$ cat config.mk
export PLATFORM = sky130hd
export DESIGN_NAME = prio_encoder_irq_flat
export DESIGN_NICKNAME = d
export VERILOG_FILES = /design/src/rtl/prio_encoder_irq_if.sv /design/src/rtl/prio_encoder_irq.sv /design/src/flat_wrapper.sv
export SDC_FILE = /design/constraint.sdc
export NUM_CORES = 1
export LEC_CHECK = 0
export ABC_AREA = 0
export CORE_MARGIN = 10
export CORE_UTILIZATION = 41
export CTS_CLUSTER_SIZE = 12
export DETAILED_ROUTE_END_ITERATION = 10
export GPL_ROUTABILITY_DRIVEN = 0
export PLACE_DENSITY = 0.77
export REMOVE_ABC_BUFFERS = 1
export SLEW_MARGIN = 0
export SYNTH_ARGS = -nofsm -noshare
export SYNTH_HDL_FRONTEND = slang
export SYNTH_SLANG_ARGS = --single-unit
$ cat constraint.sdc
create_clock -name clk -period 1.54 [get_ports clk]
set_clock_uncertainty 0.1 [all_clocks]
set_input_delay 0.154 -clock clk [delete_from_list [all_inputs] [get_ports clk]]
set_output_delay 0.154 -clock clk [all_outputs]
set_load 0.02 [all_outputs]
$ cat src/rtl/prio_encoder_irq_if.sv
// rtl/prio_encoder_irq_if.sv - request/grant bundle between requesters and the priority encoder
interface prio_encoder_irq_if #(
    parameter int N = 8,
    parameter int W = (N > 1) ? $clog2(N) : 1
);
    logic [N-1:0] req;
    logic [N-1:0] mask;
    logic         ack;
    logic         out_valid;
    logic [W-1:0] out_idx;
    logic         out_multi;
    logic [N-1:0] pending;

    modport master (
        output req, mask, ack,
        input  out_valid, out_idx, out_multi, pending
    );

    modport slave (
        input  req, mask, ack,
        output out_valid, out_idx, out_multi, pending
    );
endinterface

$ cat src/rtl/prio_encoder_irq.sv
// rtl/prio_encoder_irq.sv - latched N-line priority encoder with valid/ack grant hold
module prio_encoder_irq #(
    parameter int N         = 8,
    parameter int EDGE_MODE = 0,
    parameter int LSB_HIGH  = 1
) (
    input  logic               clk,
    input  logic               rst,
    prio_encoder_irq_if.slave  bus
);
    localparam int W = (N > 1) ? $clog2(N) : 1;

    typedef enum logic {ST_IDLE, ST_PRESENT} state_t;

    state_t       r_state;
    logic [N-1:0] r_pending;
    logic [N-1:0] r_req_d;
    logic         r_valid;
    logic [W-1:0] r_idx;
    logic         r_multi;

    logic [N-1:0] w_set;
    logic [N-1:0] w_clr;
    logic [N-1:0] w_elig;
    logic [W-1:0] w_idx;
    logic         w_any;
    logic         w_multi;

    always_comb begin
        w_elig  = r_pending & ~bus.mask;
        w_set   = (EDGE_MODE != 0) ? (bus.req & ~r_req_d) : bus.req;
        w_clr   = '0;
        w_idx   = '0;
        w_any   = 1'b0;
        w_multi = 1'b0;
        for (int i = 0; i < N; i++) begin
            if (bus.ack && r_valid && (r_idx == W'(i)))
                w_clr[i] = 1'b1;
        end
        // Scan from lowest to highest priority so the last hit is the winner.
        if (LSB_HIGH != 0) begin
            for (int i = N - 1; i >= 0; i--)
                if (w_elig[i]) w_idx = W'(i);
        end else begin
            for (int i = 0; i < N; i++)
                if (w_elig[i]) w_idx = W'(i);
        end
        for (int i = 0; i < N; i++) begin
            if (w_elig[i]) begin
                if (w_any) w_multi = 1'b1;
                w_any = 1'b1;
            end
        end
    end

    always_ff @(posedge clk or posedge rst) begin
        if (rst) begin
            r_state   <= ST_IDLE;
            r_pending <= '0;
            r_req_d   <= '0;
            r_valid   <= 1'b0;
            r_idx     <= '0;
            r_multi   <= 1'b0;
        end else begin
            r_req_d   <= bus.req;
            r_pending <= w_set | (r_pending & ~w_clr);
            case (r_state)
                ST_IDLE: begin
                    if (w_any) begin
                        r_idx   <= w_idx;
                        r_multi <= w_multi;
                        r_valid <= 1'b1;
                        r_state <= ST_PRESENT;
                    end
                end
                ST_PRESENT: begin
                    if (bus.ack) begin
                        r_valid <= 1'b0;
                        r_state <= ST_IDLE;
                    end
                end
                default: begin
                    r_valid <= 1'b0;
                    r_state <= ST_IDLE;
                end
            endcase
        end
    end

    assign bus.out_valid = r_valid;
    assign bus.out_idx   = r_idx;
    assign bus.out_multi = r_multi;
    assign bus.pending   = r_pending;
endmodule
$ cat src/flat_wrapper.sv
// flat-port wrapper written by rule: the top's interface ports become plain ports
module prio_encoder_irq_flat 
#(
    parameter int N         = 8,
    parameter int EDGE_MODE = 0,
    parameter int LSB_HIGH  = 1
)
  (clk, rst, bus_req, bus_mask, bus_ack, bus_out_valid, bus_out_idx, bus_out_multi, bus_pending);
  prio_encoder_irq_if #(.N(N)) bus_i ();
  input  logic clk;
  input  logic rst;
  input wire logic [$bits(bus_i.req)-1:0] bus_req;
  input wire logic [$bits(bus_i.mask)-1:0] bus_mask;
  input wire logic [$bits(bus_i.ack)-1:0] bus_ack;
  output wire logic [$bits(bus_i.out_valid)-1:0] bus_out_valid;
  output wire logic [$bits(bus_i.out_idx)-1:0] bus_out_idx;
  output wire logic [$bits(bus_i.out_multi)-1:0] bus_out_multi;
  output wire logic [$bits(bus_i.pending)-1:0] bus_pending;
  assign bus_i.req = bus_req;
  assign bus_i.mask = bus_mask;
  assign bus_i.ack = bus_ack;
  assign bus_out_valid = bus_i.out_valid;
  assign bus_out_idx = bus_i.out_idx;
  assign bus_out_multi = bus_i.out_multi;
  assign bus_pending = bus_i.pending;
  prio_encoder_irq #(.N(N), .EDGE_MODE(EDGE_MODE), .LSB_HIGH(LSB_HIGH)) u_core (.clk(clk), .rst(rst), .bus(bus_i));
endmodule
### Word-level counts from Yosys, hierarchy flattened

Index checks and enable logic that the tools add are counted.

* equal/unequal tests: 9
* multiplexer cells: 44
* bitwise gates (word level): 6
* reduce and logical (&&, ||, !) cells: 12

Operators by type and width (number)
* two-way mux 1 bit: 34
* two-way mux 3 bit: 8
* bitwise AND 8 bit: 2
* NOT 8 bit: 2
* == test 3 bit (second input constant): 4
* logical AND 1 bit: 9
* bitwise OR 8 bit: 1
* == test 3 x 2 -> 1 bit (second input constant): 2
* case mux 1 bit (2 select lines): 2
* AND reduction 2 bit: 2
* == test 3 x 1 -> 1 bit (second input constant): 1
* logical NOT 3 bit: 1
* != test 2 x 1 -> 1 bit (second input constant): 1
* != test 2 bit (second input constant): 1
* NOT 1 bit: 1

* flip-flop bits (word level): 14
* output and inout port bits: 13
* word-level logic and storage cells: 76

### Logic depth before layout (Yosys ltp)

Gate-level depths: netlist (run 1).

* word-level depth: 17
* mapped depth: 5
* mapped depth without buffers: 5

### Worst setup path after synthesis (run 1)

OpenSTA, ideal clock, no wires.

* path type: register to register
* start point: reg u_core.r_pending[5] (netlist: u_core.bus.pending[5])
* end point: reg u_core.r_multi (netlist: u_core.bus.out_multi)
* arrival time: 1294 ps
* required time: 1305 ps
* path slack: 11 ps
* cell stages (with the launch flop): 6
* period minus slack after synthesis: 1529 ps
* cells stage by stage: dfrtp_1 > nor2b_2 > or2_2 > a211oi_1 > a211o_1 > a31oi_1

* cells in the longest elaborated chain, start to end: 6
* elaborated cells between the ends (all ways): 10
* those cells by class: mux: 8; bitwise: 1; reduce/logical: 1

Ends and longest elaborated chain
* start: declaration: RTL line prio_encoder_irq.sv:16 `logic [N-1:0] r_pending;`
* start signal: assignment: RTL line prio_encoder_irq.sv:66 `r_pending <= w_set | (r_pending & ~w_clr);`
* bitwise AND 8 bit (*): RTL line prio_encoder_irq.sv:30 `w_elig = r_pending & ~bus.mask;`
* two-way mux 1 bit: RTL line prio_encoder_irq.sv:49 `if (w_elig[i]) begin`
* two-way mux 1 bit: RTL line prio_encoder_irq.sv:50 `if (w_any) w_multi = 1'b1;`
* two-way mux 1 bit: RTL line prio_encoder_irq.sv:49
* two-way mux 1 bit: RTL line prio_encoder_irq.sv:50
* two-way mux 1 bit: RTL line prio_encoder_irq.sv:49
* end signal: assignment: RTL line prio_encoder_irq.sv:71 `r_multi <= w_multi;`
* end: declaration: RTL line prio_encoder_irq.sv:20 `logic r_multi;`

Every way passes the cells marked *; elsewhere a longest branch is shown, timed or not.
A chain may end at the register's enable or synchronous reset.

### Worst setup path after layout (run 1)

Ends and elaborated chain as after synthesis.

==> results of run 1 <==
==> cell families after synthesis <==
kind of cell | count (synthesis) | share of synthesized area
buffers and inverters | 2 | 0.00963
AO/OA/AOI/OAI | 25 | 0.207
adder cells (fa/ha/maj) | 1 | 0.0144
AND/OR/NAND/NOR | 35 | 0.319
flip-flops | 14 | 0.449
==> metrics by stage <==
step,hold WS (ns),setup slack (ns),std cells,util
3_5_place_dp,0.427,-0.138,145,0.687
2_1_floorplan,-0.0568,0.0108,77,-
3_3_place_gp,0.420,-0.116,145,0.687
5_1_grt,0.125,-0.0524,149,0.717
6_report,0.108,0.0255,149,0.717
4_1_cts,0.121,0.000375,149,0.701
==> worst max path at each step <==
stage | end | slack (ns) | cells past startpoint
2_1_floorplan | u_core.bus.out_multi | 0.01 | 5
3_3_place_gp | u_core.bus.out_multi | -0.12 | 6
3_5_place_dp | u_core.bus.out_multi | -0.14 | 6
4_1_cts | bus_pending[5] | 0.0004 | 1
5_1_grt | u_core.bus.out_multi | -0.05 | 6
6_report | u_core.bus.out_multi | 0.03 | 6
==> routing by layer <==
layer  GRT usage  up-vias  routed length [um]
met5           0        -                   0
met4      0.0601        0                  55
met3      0.0530        7                 241
met2       0.180       47                1100
met1       0.125      349                 907
li1            -      371                   -
==> sequential cells by signal (all words and copies together), names as in the netlist <==
name	flops
u_core.r_state	1
u_core.bus.out_multi	1
u_core.bus.out_idx	3
u_core.bus.pending	8
u_core.bus.out_valid	1
==> repair_timing <==
item | CTS | global route
pin swaps | 0 | 2
gates resized for setup | 8 | 8
cloned | 0 | 0
setup endpoints to repair | 8 | 8
==> synth_stat cells <==
master,n,area [um2]
o31ai_1,3,22.5
and4_1,1,8.76
nand4_1,1,6.26
maj3_2,1,11.3
a221oi_2,1,15.0
a211o_1,1,8.76
nor4_2,1,12.5
nor2_1,6,22.5
nand3_1,1,5.00
nand2b_4,4,55.1
nand2_1,2,7.51
nor2b_2,1,8.76
dfrtp_1,14,350
a211oi_1,1,7.51
o22a_1,1,8.76
or2_2,1,6.26
o21ai_0,8,40.0
a21oi_1,6,30.0
nor2b_4,1,13.8
and2b_1,1,7.51
inv_1,2,7.51
a311oi_1,1,8.76
nand3b_1,1,7.51
nand2b_1,11,68.8
a31oi_1,2,12.5
nor2b_1,3,18.8
a21o_1,1,7.51
==> report_power, final <==
group          internal [mW]  switching (mW)  leakage [nW]  total, mW
Sequential             0.462          0.0944         0.140      0.557
Combinational          0.353           0.396         0.376      0.749
Clock                  0.144           0.132        0.0210      0.276
Total                  0.959           0.622         0.537       1.58
==> layout make-up <==
class                      count  area (um2)  share of cell area
multi-input combinational     61         437               0.345
sequential                    14         350               0.277
clock buffer                   4        36.3              0.0287
timing repair buffer          43         403               0.318
tap                           25        31.3              0.0247
inverter                       2        7.51             0.00593
==> metrics, run 1 <==
final WL 2300 um; DR pass1 iterations 4; Final min period 1.51 ns; Max-Cap Viols 0; Hold Crit Class in2async; Reg2Reg Depth 6; Setup CP Type reg2reg; DRT antenna net count 0; Mapped Cells 77; # IOs 32; CP Max Fanout 4; layout cells sized above 1 0.234; per-cell routed wire length 15.4 um; via count 774; Crit-path slowest cell dfrtp_1; layout net count 144; Design Power 1.58 mW; Area Overhead vs Synth 62.3%; Max VDD drop 0.718 mV; root buf cell clkbuf_4; Sink Count 14; CP startpoint kind flip-flop; Setup crit end kind flip-flop; final setup fails 0; Worst Path Buf+Inv 1; TritonCTS clock tree yes; FF+latch count, synth 14; clock-pin slew on the worst setup and hold paths 0.10 ns; Clock Tree Buf Depth 2; most common cell after layout, fill and taps aside clkdlybuf4s50_1; final worst-path cycle share 0.983; Die ar. 4040 um2; commonest non-fill, non-tap cells in the layout clkdlybuf4s50_1, dfrtp_1, buf_4; CTS HTree Levels 1; max-slew violation count 0; distinct cell type count after synthesis 27; largest net degree at the start of global routing 15; Synth Cell Area 779 um2; Final Hold Fails 0; sequential-to-total area share from yosys stat 0.449; Area after DPL 1210 um2; finished layout cell area 1260 um2; Crit path arrival time 1.58 ns; CTS buffer count 3; core area 1760 um2; initial antenna violation count 0; outcome finished, final reports clean; # fillers 154; number of setup buffers added after CTS 0; drt via density 5.19; reg-to-reg slack, setup 0.03 ns; DRC 0; setup TNS 0 ns; vias in the first global route 831; clk_lat worst skew 0.29 ns; Critical Path RT 1.61 ns; leakage power 0.537 nW; Starting Density 0.442; initial DRC count 18; first-pass GRT wire length 3770 um; row cnt 15; Critical Path, Cell by Cell nor2b_2, nor4_2, buf_4, a21oi_2, nor2_1, a31oi_1; CTS Hold Bufs 0; reg2reg end u_core.bus.out_multi; DP HPWL 1750 um; Worst Max-Slew Pin Slew 0.558 ns; slowest stage delay, CP 0.40 ns; Max Freq 660 MHz; Power Density 1250 nW/um2; total congestion overflow 0; GRT Total Usage 0.114; r2r startpoint u_core.bus.pending[5]; die span in x 63.6 um; number of antenna diodes 0; syn_area_per_cell 10.1 um2; Worst Setup SP u_core.bus.pending[5]; die height 63.6 um; Max transition margin 0.627; YS warnings 0; crit-path leading delay family simple AND/OR/NAND/NOR gates; I/O Buffers 31
Power figures use the tool's default switching activity.
==> run 2: changes to the inputs <==
--- a/config.mk
+++ b/config.mk
@@ -10,7 +10,6 @@
 export CORE_UTILIZATION = 41
 export CTS_CLUSTER_SIZE = 12
 export DETAILED_ROUTE_END_ITERATION = 10
-export GPL_ROUTABILITY_DRIVEN = 0
 export PLACE_DENSITY = 0.77
 export REMOVE_ABC_BUFFERS = 1
 export SLEW_MARGIN = 0
==> results of run 2 <==
Final layout, timing and power as in run 1 (identical DEF).
